[src/rtl/key_extend_inv.sv]
// Reverse AES-128 key schedule: walks from round key K10 back to K0, one key per
// valid/ready handshake, using the registered S-box ROM memory_S.

module memory_S (
  input  logic       clk,
  input  logic       rst_n,
  input  logic [7:0] addr,
  output logic [7:0] mem_out
);

  function automatic logic [7:0] gf_mul(input logic [7:0] a, input logic [7:0] b);
    logic [7:0] p;
    logic [7:0] aa;
    p  = 8'h00;
    aa = a;
    for (int i = 0; i < 8; i++) begin
      if (b[i]) p = p ^ aa;
      aa = {aa[6:0], 1'b0} ^ (aa[7] ? 8'h1b : 8'h00);
    end
    return p;
  endfunction

  // Multiplicative inverse as x^254 (0 maps to 0), then the AES affine transform.
  function automatic logic [7:0] sbox(input logic [7:0] x);
    logic [7:0] r;
    logic [7:0] e;
    r = 8'h01;
    e = 8'hfe;
    for (int i = 7; i >= 0; i--) begin
      r = gf_mul(r, r);
      if (e[i]) r = gf_mul(r, x);
    end
    return r ^ {r[6:0], r[7]} ^ {r[5:0], r[7:6]} ^ {r[4:0], r[7:5]} ^ {r[3:0], r[7:4]} ^ 8'h63;
  endfunction

  logic [7:0] mem_out_d, mem_out_q;

  always_comb mem_out_d = sbox(addr);

  always_ff @(posedge clk or negedge rst_n) begin
    if (!rst_n) mem_out_q <= 8'h00;
    else        mem_out_q <= mem_out_d;
  end

  assign mem_out = mem_out_q;

endmodule

module key_extend_inv #(
  parameter int unsigned LAST_RD = 10
) (
  input  logic         clk,
  input  logic         rst_n,
  input  logic         start_i,
  input  logic [127:0] key_in,
  input  logic         key_ready_i,
  output logic         key_valid_o,
  output logic [127:0] key_out,
  output logic [3:0]   key_rd_o,
  output logic         busy_o,
  output logic         done_o
);

  localparam logic [2:0] IDLE = 3'd0;
  localparam logic [2:0] LK0  = 3'd1;
  localparam logic [2:0] LK1  = 3'd2;
  localparam logic [2:0] LK2  = 3'd3;
  localparam logic [2:0] LK3  = 3'd4;
  localparam logic [2:0] LKW  = 3'd5;
  localparam logic [2:0] UPD  = 3'd6;
  localparam logic [2:0] OUT  = 3'd7;

  localparam logic [3:0] LAST_RD_W = 4'(LAST_RD);

  function automatic logic [7:0] rcon(input logic [3:0] idx);
    case (idx)
      4'd0:    return 8'h01;
      4'd1:    return 8'h02;
      4'd2:    return 8'h04;
      4'd3:    return 8'h08;
      4'd4:    return 8'h10;
      4'd5:    return 8'h20;
      4'd6:    return 8'h40;
      4'd7:    return 8'h80;
      4'd8:    return 8'h1b;
      4'd9:    return 8'h36;
      default: return 8'h00;
    endcase
  endfunction

  logic [2:0]   state_d, state_q;
  logic [127:0] cur_d, cur_q;
  logic [3:0]   r_d, r_q;
  logic [31:0]  sb_d, sb_q;
  logic         key_valid_d, key_valid_q;
  logic [127:0] key_out_d, key_out_q;
  logic [3:0]   key_rd_d, key_rd_q;
  logic         busy_d, busy_q;
  logic         done_d, done_q;

  logic [7:0]   sbox_addr;
  logic [7:0]   sbox_data;
  logic [31:0]  w3;
  logic [31:0]  g_w3;
  logic [127:0] prev_key;

  memory_S u_sbox (
    .clk    (clk),
    .rst_n  (rst_n),
    .addr   (sbox_addr),
    .mem_out(sbox_data)
  );

  // With Kr = {w4,w5,w6,w7}: w3 = w7^w6, w2 = w6^w5, w1 = w5^w4, w0 = w4^g(w3).
  always_comb begin
    w3       = cur_q[31:0] ^ cur_q[63:32];
    g_w3     = {sb_q[23:16] ^ rcon(r_q - 4'd1), sb_q[15:8], sb_q[7:0], sb_q[31:24]};
    prev_key = {cur_q[127:96] ^ g_w3,
                cur_q[127:96] ^ cur_q[95:64],
                cur_q[95:64] ^ cur_q[63:32],
                w3};
  end

  always_comb begin
    state_d     = state_q;
    cur_d       = cur_q;
    r_d         = r_q;
    sb_d        = sb_q;
    key_valid_d = key_valid_q;
    key_out_d   = key_out_q;
    key_rd_d    = key_rd_q;
    busy_d      = busy_q;
    done_d      = 1'b0;
    sbox_addr   = 8'h00;
    case (state_q)
      IDLE: begin
        if (start_i) begin
          cur_d   = key_in;
          r_d     = LAST_RD_W;
          busy_d  = 1'b1;
          state_d = LK0;
        end
      end
      LK0: begin
        sbox_addr = w3[7:0];
        state_d   = LK1;
      end
      LK1: begin
        sbox_addr  = w3[15:8];
        sb_d[7:0]  = sbox_data;
        state_d    = LK2;
      end
      LK2: begin
        sbox_addr   = w3[23:16];
        sb_d[15:8]  = sbox_data;
        state_d     = LK3;
      end
      LK3: begin
        sbox_addr    = w3[31:24];
        sb_d[23:16]  = sbox_data;
        state_d      = LKW;
      end
      LKW: begin
        sb_d[31:24] = sbox_data;
        state_d     = UPD;
      end
      UPD: begin
        cur_d       = prev_key;
        key_out_d   = prev_key;
        key_rd_d    = r_q - 4'd1;
        r_d         = r_q - 4'd1;
        key_valid_d = 1'b1;
        state_d     = OUT;
      end
      OUT: begin
        if (key_valid_q && key_ready_i) begin
          key_valid_d = 1'b0;
          if (key_rd_q == 4'd0) begin
            busy_d  = 1'b0;
            done_d  = 1'b1;
            state_d = IDLE;
          end else begin
            state_d = LK0;
          end
        end
      end
      default: state_d = IDLE;
    endcase
  end

  always_ff @(posedge clk or negedge rst_n) begin
    if (!rst_n) begin
      state_q     <= IDLE;
      cur_q       <= '0;
      r_q         <= '0;
      sb_q        <= '0;
      key_valid_q <= 1'b0;
      key_out_q   <= '0;
      key_rd_q    <= '0;
      busy_q      <= 1'b0;
      done_q      <= 1'b0;
    end else begin
      state_q     <= state_d;
      cur_q       <= cur_d;
      r_q         <= r_d;
      sb_q        <= sb_d;
      key_valid_q <= key_valid_d;
      key_out_q   <= key_out_d;
      key_rd_q    <= key_rd_d;
      busy_q      <= busy_d;
      done_q      <= done_d;
    end
  end

  assign key_valid_o = key_valid_q;
  assign key_out     = key_out_q;
  assign key_rd_o    = key_rd_q;
  assign busy_o      = busy_q;
  assign done_o      = done_q;

endmodule

[config.mk]
export PLATFORM = sky130hd
export DESIGN_NAME = key_extend_inv
export DESIGN_NICKNAME = d
export VERILOG_FILES = /design/src/rtl/key_extend_inv.sv
export SDC_FILE = /design/constraint.sdc
export NUM_CORES = 1
export LEC_CHECK = 0
export BUFFER_PORTS_ARGS = -buffer_cell sky130_fd_sc_hd__buf_4
export CORE_AREA = 8 8 216 270
export CTS_CLUSTER_SIZE = 30
export DETAILED_ROUTE_END_ITERATION = 16
export DIE_AREA = 0 0 224 278
export GPL_ROUTABILITY_DRIVEN = 0
export MAX_ROUTING_LAYER = met4
export PLACE_DENSITY = 0.74
export REMOVE_ABC_BUFFERS = 1
export SLEW_MARGIN = 5
export SYNTH_ARGS = -nofsm -noshare
export SYNTH_HDL_FRONTEND = slang
export SYNTH_HIERARCHICAL = 1
export SYNTH_SLANG_ARGS = --single-unit
[constraint.sdc]
create_clock -name clk -period 60.4 [get_ports clk]
set_clock_uncertainty 0.15 [all_clocks]
set_input_delay 0 -clock clk [delete_from_list [all_inputs] [get_ports clk]]
set_output_delay 0 -clock clk [all_outputs]
set_load 0.005 [all_outputs]
==> impl_metrics.tcl, run 1 <==
set metrics [dict create \
    outcome "finished, final reports clean" \
    drtAntennaViolNets 0 \
    rsz0062_at_grt "no" \
    cts_setup_buffers 0 \
    cts.repair.resized 0 \
    clk_path_buf_depth 3 \
    htree_levels 1 \
    drive_gt1_share_pct 14.6 \
    finalHoldViolations 0 \
    critical-path-max-stage-delay_ns 0.87 \
    reg2reg_to "u_sbox/mem_out[0]" \
    setup_violations 0 \
    startpoint_type "flop" \
    design.portCount 267 \
    grt_pass1_vias 24900 \
    numCtsBuffers 27 \
    grt_max_degree 243 \
    hold_path_class "input port to async pin" \
    area_delta_synth_final_pct 15.7 \
    drtIter0Drc 2926 \
    synth.distinct_cells 110 \
    drc 0 \
    via_per_inst 5.99 \
    start_util_pct 54.4 \
    endpoint_kind "flop" \
    arrival_ns 27.89 \
    cp.required_ns 60.68 \
    relSlewSlack_pct 27.7 \
    finalSetupTns_ns 0 \
    dr.pass1.iters 6 \
    synth_edf_count 0 \
    syn_area_per_cell_um2 8.81 \
    synth-seq-area-share_pct 26.3 \
    fmax_mhz 36.2 \
    crit_slowest_cell "nor2b_1" \
    r2r_cells 87 \
    synthArstFlopShare_pct 100 \
    rrSetupSlack_ns 32.79 \
    path_clk_slew_ns 0.07 \
    worstSetupPathType "flop to flop" \
    grt-ovfl-total 0 \
    synth_ff_type "dfrtp_1" \
    fp.dieW_um 224 \
    worst_slew_pin_slew_ns 1.08 \
    antenna_found_initial 0 \
    clock_latency_ns 0.55 \
    grt_first_pass_wirelength_mm 141 \
    synth.area.top_cells "dfrtp_1 26%, xnor2_1 13%, xnor3_1 8.2%, nand2_1 6.3%, o21ai_0 5.7%" \
    syn_area_mm2 0.0295 \
    gr-usage-all-layers_pct 28.4 \
    cts_tree "done" \
    worst_path_most_repeated_cell "xnor2_1" \
    timing.rr.start "state_q[0]" \
    cts_root_buf "clkbuf_16" \
    ys.warnings.count 6 \
    layout_common_cells "494 x nand2_1, 432 x xnor2_1, 336 x o21ai_0" \
    stdcell_count 4342 \
    nFillCells 4466 \
    dp.cells 4163 \
    num_rows 96 \
    drv_slew 0 \
    cts.sinks 310 \
    yosysTopAreaCell "dfrtp_1" \
    crit_fanout 41 \
    drv_cap 0 \
    core-area_mm2 0.0542 \
    syn_inst 3343 \
    final_nets 3736 \
    drt-wirelength-per-cell_um 20.6 \
    synth_top_area_share_pct 26.3 \
    dieArea_mm2 0.0623 \
    drt_wl_total_mm 89.6 \
    vias 26000 \
    n_antenna_cell 0 \
    die_h_um 278 \
    ys_ff_latch 310 \
    final_common_cell "nand2_1" \
    finalCritPeriodShare_pct 45.7 \
    numPortBuffers 266 \
    fin_crit_ns 27.61 \
    dp_hpwl_mm 62.8 \
]
-- metrics by stage --
step	hold slack, ns	setup WS [ns]	utilization (%)	instance area [um^2]
floorplan	-0.446	32.56	-	28500
global placement	0.0175	34.15	58.9	31900
detailed placement	0.0164	33.25	58.9	31900
CTS	0.0255	33.20	62.9	34100
global route	0.0842	31.13	62.9	34100
finish	0.00301	32.79	62.9	34100
-- worst max-delay path: cells and delay by family, from the launching register on --
family,cells,cell delay [ns]
compound gates,11,2.40
xor+xnor,40,14.56
fa+ha+maj,7,2.78
buf+inv,13,3.64
flops,1,0.42
simple gates,16,3.42
-- routing by layer --
layer  track usage [%]  wire length (um)  vias to the layer above
met5                 -                 0                        -
met1              34.5             35400                    12500
met4              12.1              4070                        0
met3              2.92              6100                      251
met2              47.8             44100                     1110
li1                  -                 -                    12100
-- logic make-up (layout without fill, tap and decap cells) --
group	count (synthesis)	after routing	synth area share, %
fa+ha+maj	16	16	0.680
simple gates	980	980	15.1
buf+inv	352	616	5.00
mux	88	88	3.13
xor+xnor	765	765	31.5
flops	310	310	26.3
compound gates	832	832	18.3
-- synthesized netlist by cell type, types with 10 or more instances --
library cell and number:
a211oi_1 18, o221ai_1 18, ha_1 16, o21ai_1 21, and2_1 23, o32ai_1 48, nand3_1 80, o211ai_1 24
nor2b_1 17, nand2_1 496, mux2_2 28, xnor3_2 12, and3_1 10, a22oi_1 28, xnor2_1 433, clkbuf_1 132
o21ai_0 336, nor4_1 11, nand4_1 13, buf_2 51, a221o_1 35, inv_1 117, xnor2_2 36, nor3_1 64
xor2_2 10, dfrtp_1 310, o22ai_1 14, o31ai_1 10, xor3_1 23, buf_1 24, a221oi_1 13, nor2_1 168
a21oi_1 149, mux2i_1 59, xnor3_1 107, nand2b_1 19, or3_1 12, xor2_1 131
-- how the worst max path moves through the flow --
| stage | start | endpoint | slack [ns] | cells past startpoint |
|---|---|---|---|---|
| after global routing | state_q[0] | u_sbox/mem_out[0] | 31.13 | 89 |
| after detailed placement | state_q[0] | u_sbox/mem_out[0] | 33.25 | 87 |
| final | state_q[0] | u_sbox/mem_out[0] | 32.79 | 87 |
| after floorplan | state_q[2] | u_sbox/mem_out[0] | 32.56 | 78 |
| after global placement | state_q[0] | u_sbox/mem_out[0] | 34.15 | 86 |
| after CTS | state_q[0] | u_sbox/mem_out[0] | 33.20 | 87 |
-- final cells by class --
class                           count  area (um^2)  area share [%]
Multi-Input combinational cell   2681        20400            59.9
Sequential cell                   310         7760            22.8
Timing Repair Buffer              439         3640            10.7
Tap cell                          735          920            2.70
Clock buffer                       37          783            2.30
Inverter                          129          484            1.42
Clock inverter                     11         86.3           0.253
-- flip-flops by register name, indices dropped and copies added, names as in the netlist --
name and flops:
cur_q 128, key_out 128, sb_q 32, u_sbox/mem_out 8, key_rd_o 4, r_q 4
state_q 3, busy_o 1, done_o 1, key_valid_o 1
-- timing repair --
action / CTS / global route
setup endpoints to repair: 0 / 0
hold endpoints to repair: 255 / 0
hold buffers: 131 / 0
Power of run 1 is left out: the tool's default activity adds up to more than one toggle a clock period on the data nets, which glitch-free logic cannot reach.
==> run 2, diff against run 1 <==
clock period = 27.5 ns   (was 60.4 ns; I/O delays follow)
==> impl_metrics.tcl, run 2 (synthesis gave the netlist of run 1 again) <==
set metrics [dict create \
    drtIter0Drc 2775 \
    worstSetupPathType "flop to flop" \
    dieArea_mm2 0.0623 \
    grt_pass1_vias 24400 \
    hold_path_class "input port to async pin" \
    cts_tree "done" \
    stdcell_count 4345 \
    die_h_um 278 \
    drc 0 \
    drv_slew 0 \
    gr-usage-all-layers_pct 28.2 \
    setup_violations 0 \
    fmax_mhz 39.0 \
    fin_crit_ns 25.65 \
    drv_cap 0 \
    design.portCount 267 \
    drt-wirelength-per-cell_um 20.7 \
    antenna_found_initial 0 \
    start_util_pct 54.4 \
    finalHoldViolations 6 \
    outcome "finished, violations left" \
    grt_first_pass_wirelength_mm 139 \
    nFillCells 4389 \
    fp.dieW_um 224 \
    cts_root_buf "clkbuf_16" \
    drt_wl_total_mm 90.1 \
    place_area_mm2 0.0319 \
    relSlewSlack_pct 21.6 \
    endpoint_kind "flop" \
    numCtsBuffers 27 \
    dp_hpwl_mm 62.7 \
    worst_slew_pin_slew_ns 1.17 \
    critical-path-max-stage-delay_ns 0.64 \
    htree_levels 1 \
    ff_latch_area_mm2 0.00776 \
    final_nets 3737 \
    whs_ns -0.0253 \
    core-area_mm2 0.0542 \
    r2r_cells 86 \
    via_per_inst 6.00 \
    numPortBuffers 266 \
    multi_input_area_mm2 0.0205 \
    crit_fanout 61 \
    cp.required_ns 27.77 \
    rsz0062_at_grt "no" \
    finalCritPeriodShare_pct 93.3 \
    violations "negative hold slack" \
    stdcell_area_mm2 0.0341 \
    final_common_cell "nand2_1" \
    path_clk_slew_ns 0.07 \
    path_delay_family "XOR/XNOR gates" \
    rrSetupSlack_ns 1.85 \
    dr.pass1.iters 6 \
    vias 26100 \
    cts.sinks 310 \
    grt_max_degree 262 \
    crit_slowest_cell "xor3_2" \
    num_rows 96 \
    cp.buffers_inverters 12 \
    worst_path_most_repeated_cell "xnor2_1" \
    clock_latency_ns 0.55 \
    area_delta_synth_final_pct 15.9 \
    grt-ovfl-total 0 \
    cts_setup_buffers 0 \
    drive_gt1_share_pct 14.8 \
    arrival_ns 25.92 \
    startpoint_type "flop" \
    clk_path_buf_depth 3 \
    timing.rr.start "state_q[1]" \
    drtAntennaViolNets 0 \
    dp.cells 4162 \
    reg2reg_to "u_sbox/mem_out[0]" \
    layout_common_cells "493 x nand2_1, 431 x xnor2_1, 336 x o21ai_0" \
]
==> run 2: worst reg2reg max path, delay by kind of cell, from the launching register on <==
kind / cells / cell delay [ns]
simple gates: 14 / 2.79
flops: 1 / 0.40
compound gates: 12 / 2.83
buf+inv: 12 / 3.21
xor+xnor: 41 / 13.58
fa+ha+maj: 7 / 2.57
==> run 2: timing repair <==
| item | in CTS | in global routing |
|---|---|---|
| hold endpoints to repair | 271 | 0 |
| hold buffers | 131 | 0 |
| gates resized for setup | 0 | 12 |
| setup endpoints to repair | 0 | 8 |
==> run 2: per-layer routing <==
layer	track usage (%)	routed length, um	vias up
li1	-	-	12200
met1	34.2	35800	12500
met2	48.0	44000	1211
met3	2.82	6420	235
met4	11.2	3910	0
met5	-	0	-
==> run 2: area by class of cell <==
class	count	share of cell area, %
inverter	129	1.42
timing repair buffer	438	10.7
tap	735	2.69
multi-input combinational	2683	59.9
antenna	1	0.00733
clock inverter	11	0.326
clock buffer	38	2.25
sequential	310	22.7
==> run 2: worst max-delay path by stage <==
stage,startpoint,endpoint,cells after the start
after floorplan,state_q[2],u_sbox/mem_out[0],78
after global placement,state_q[0],u_sbox/mem_out[0],85
after detailed placement,state_q[0],u_sbox/mem_out[0],85
after CTS,state_q[0],u_sbox/mem_out[0],84
after global routing,state_q[1],u_sbox/mem_out[0],86
final,state_q[1],u_sbox/mem_out[0],86
==> run 2: metrics by stage <==
stage                     hold WS [ns]  setup slack (ns)  util (%)  setup TNS, ns
after floorplan                 -0.446            -0.342         -          -1.91
after global routing            0.0806           0.00271      63.0              0
after global placement          0.0683              2.01      58.9              0
after detailed placement        0.0681              1.35      58.9              0
final                          -0.0253              1.85      63.0              0
after CTS                       0.0601              1.30      62.9              0
Power of run 2 is left out for the same reason.
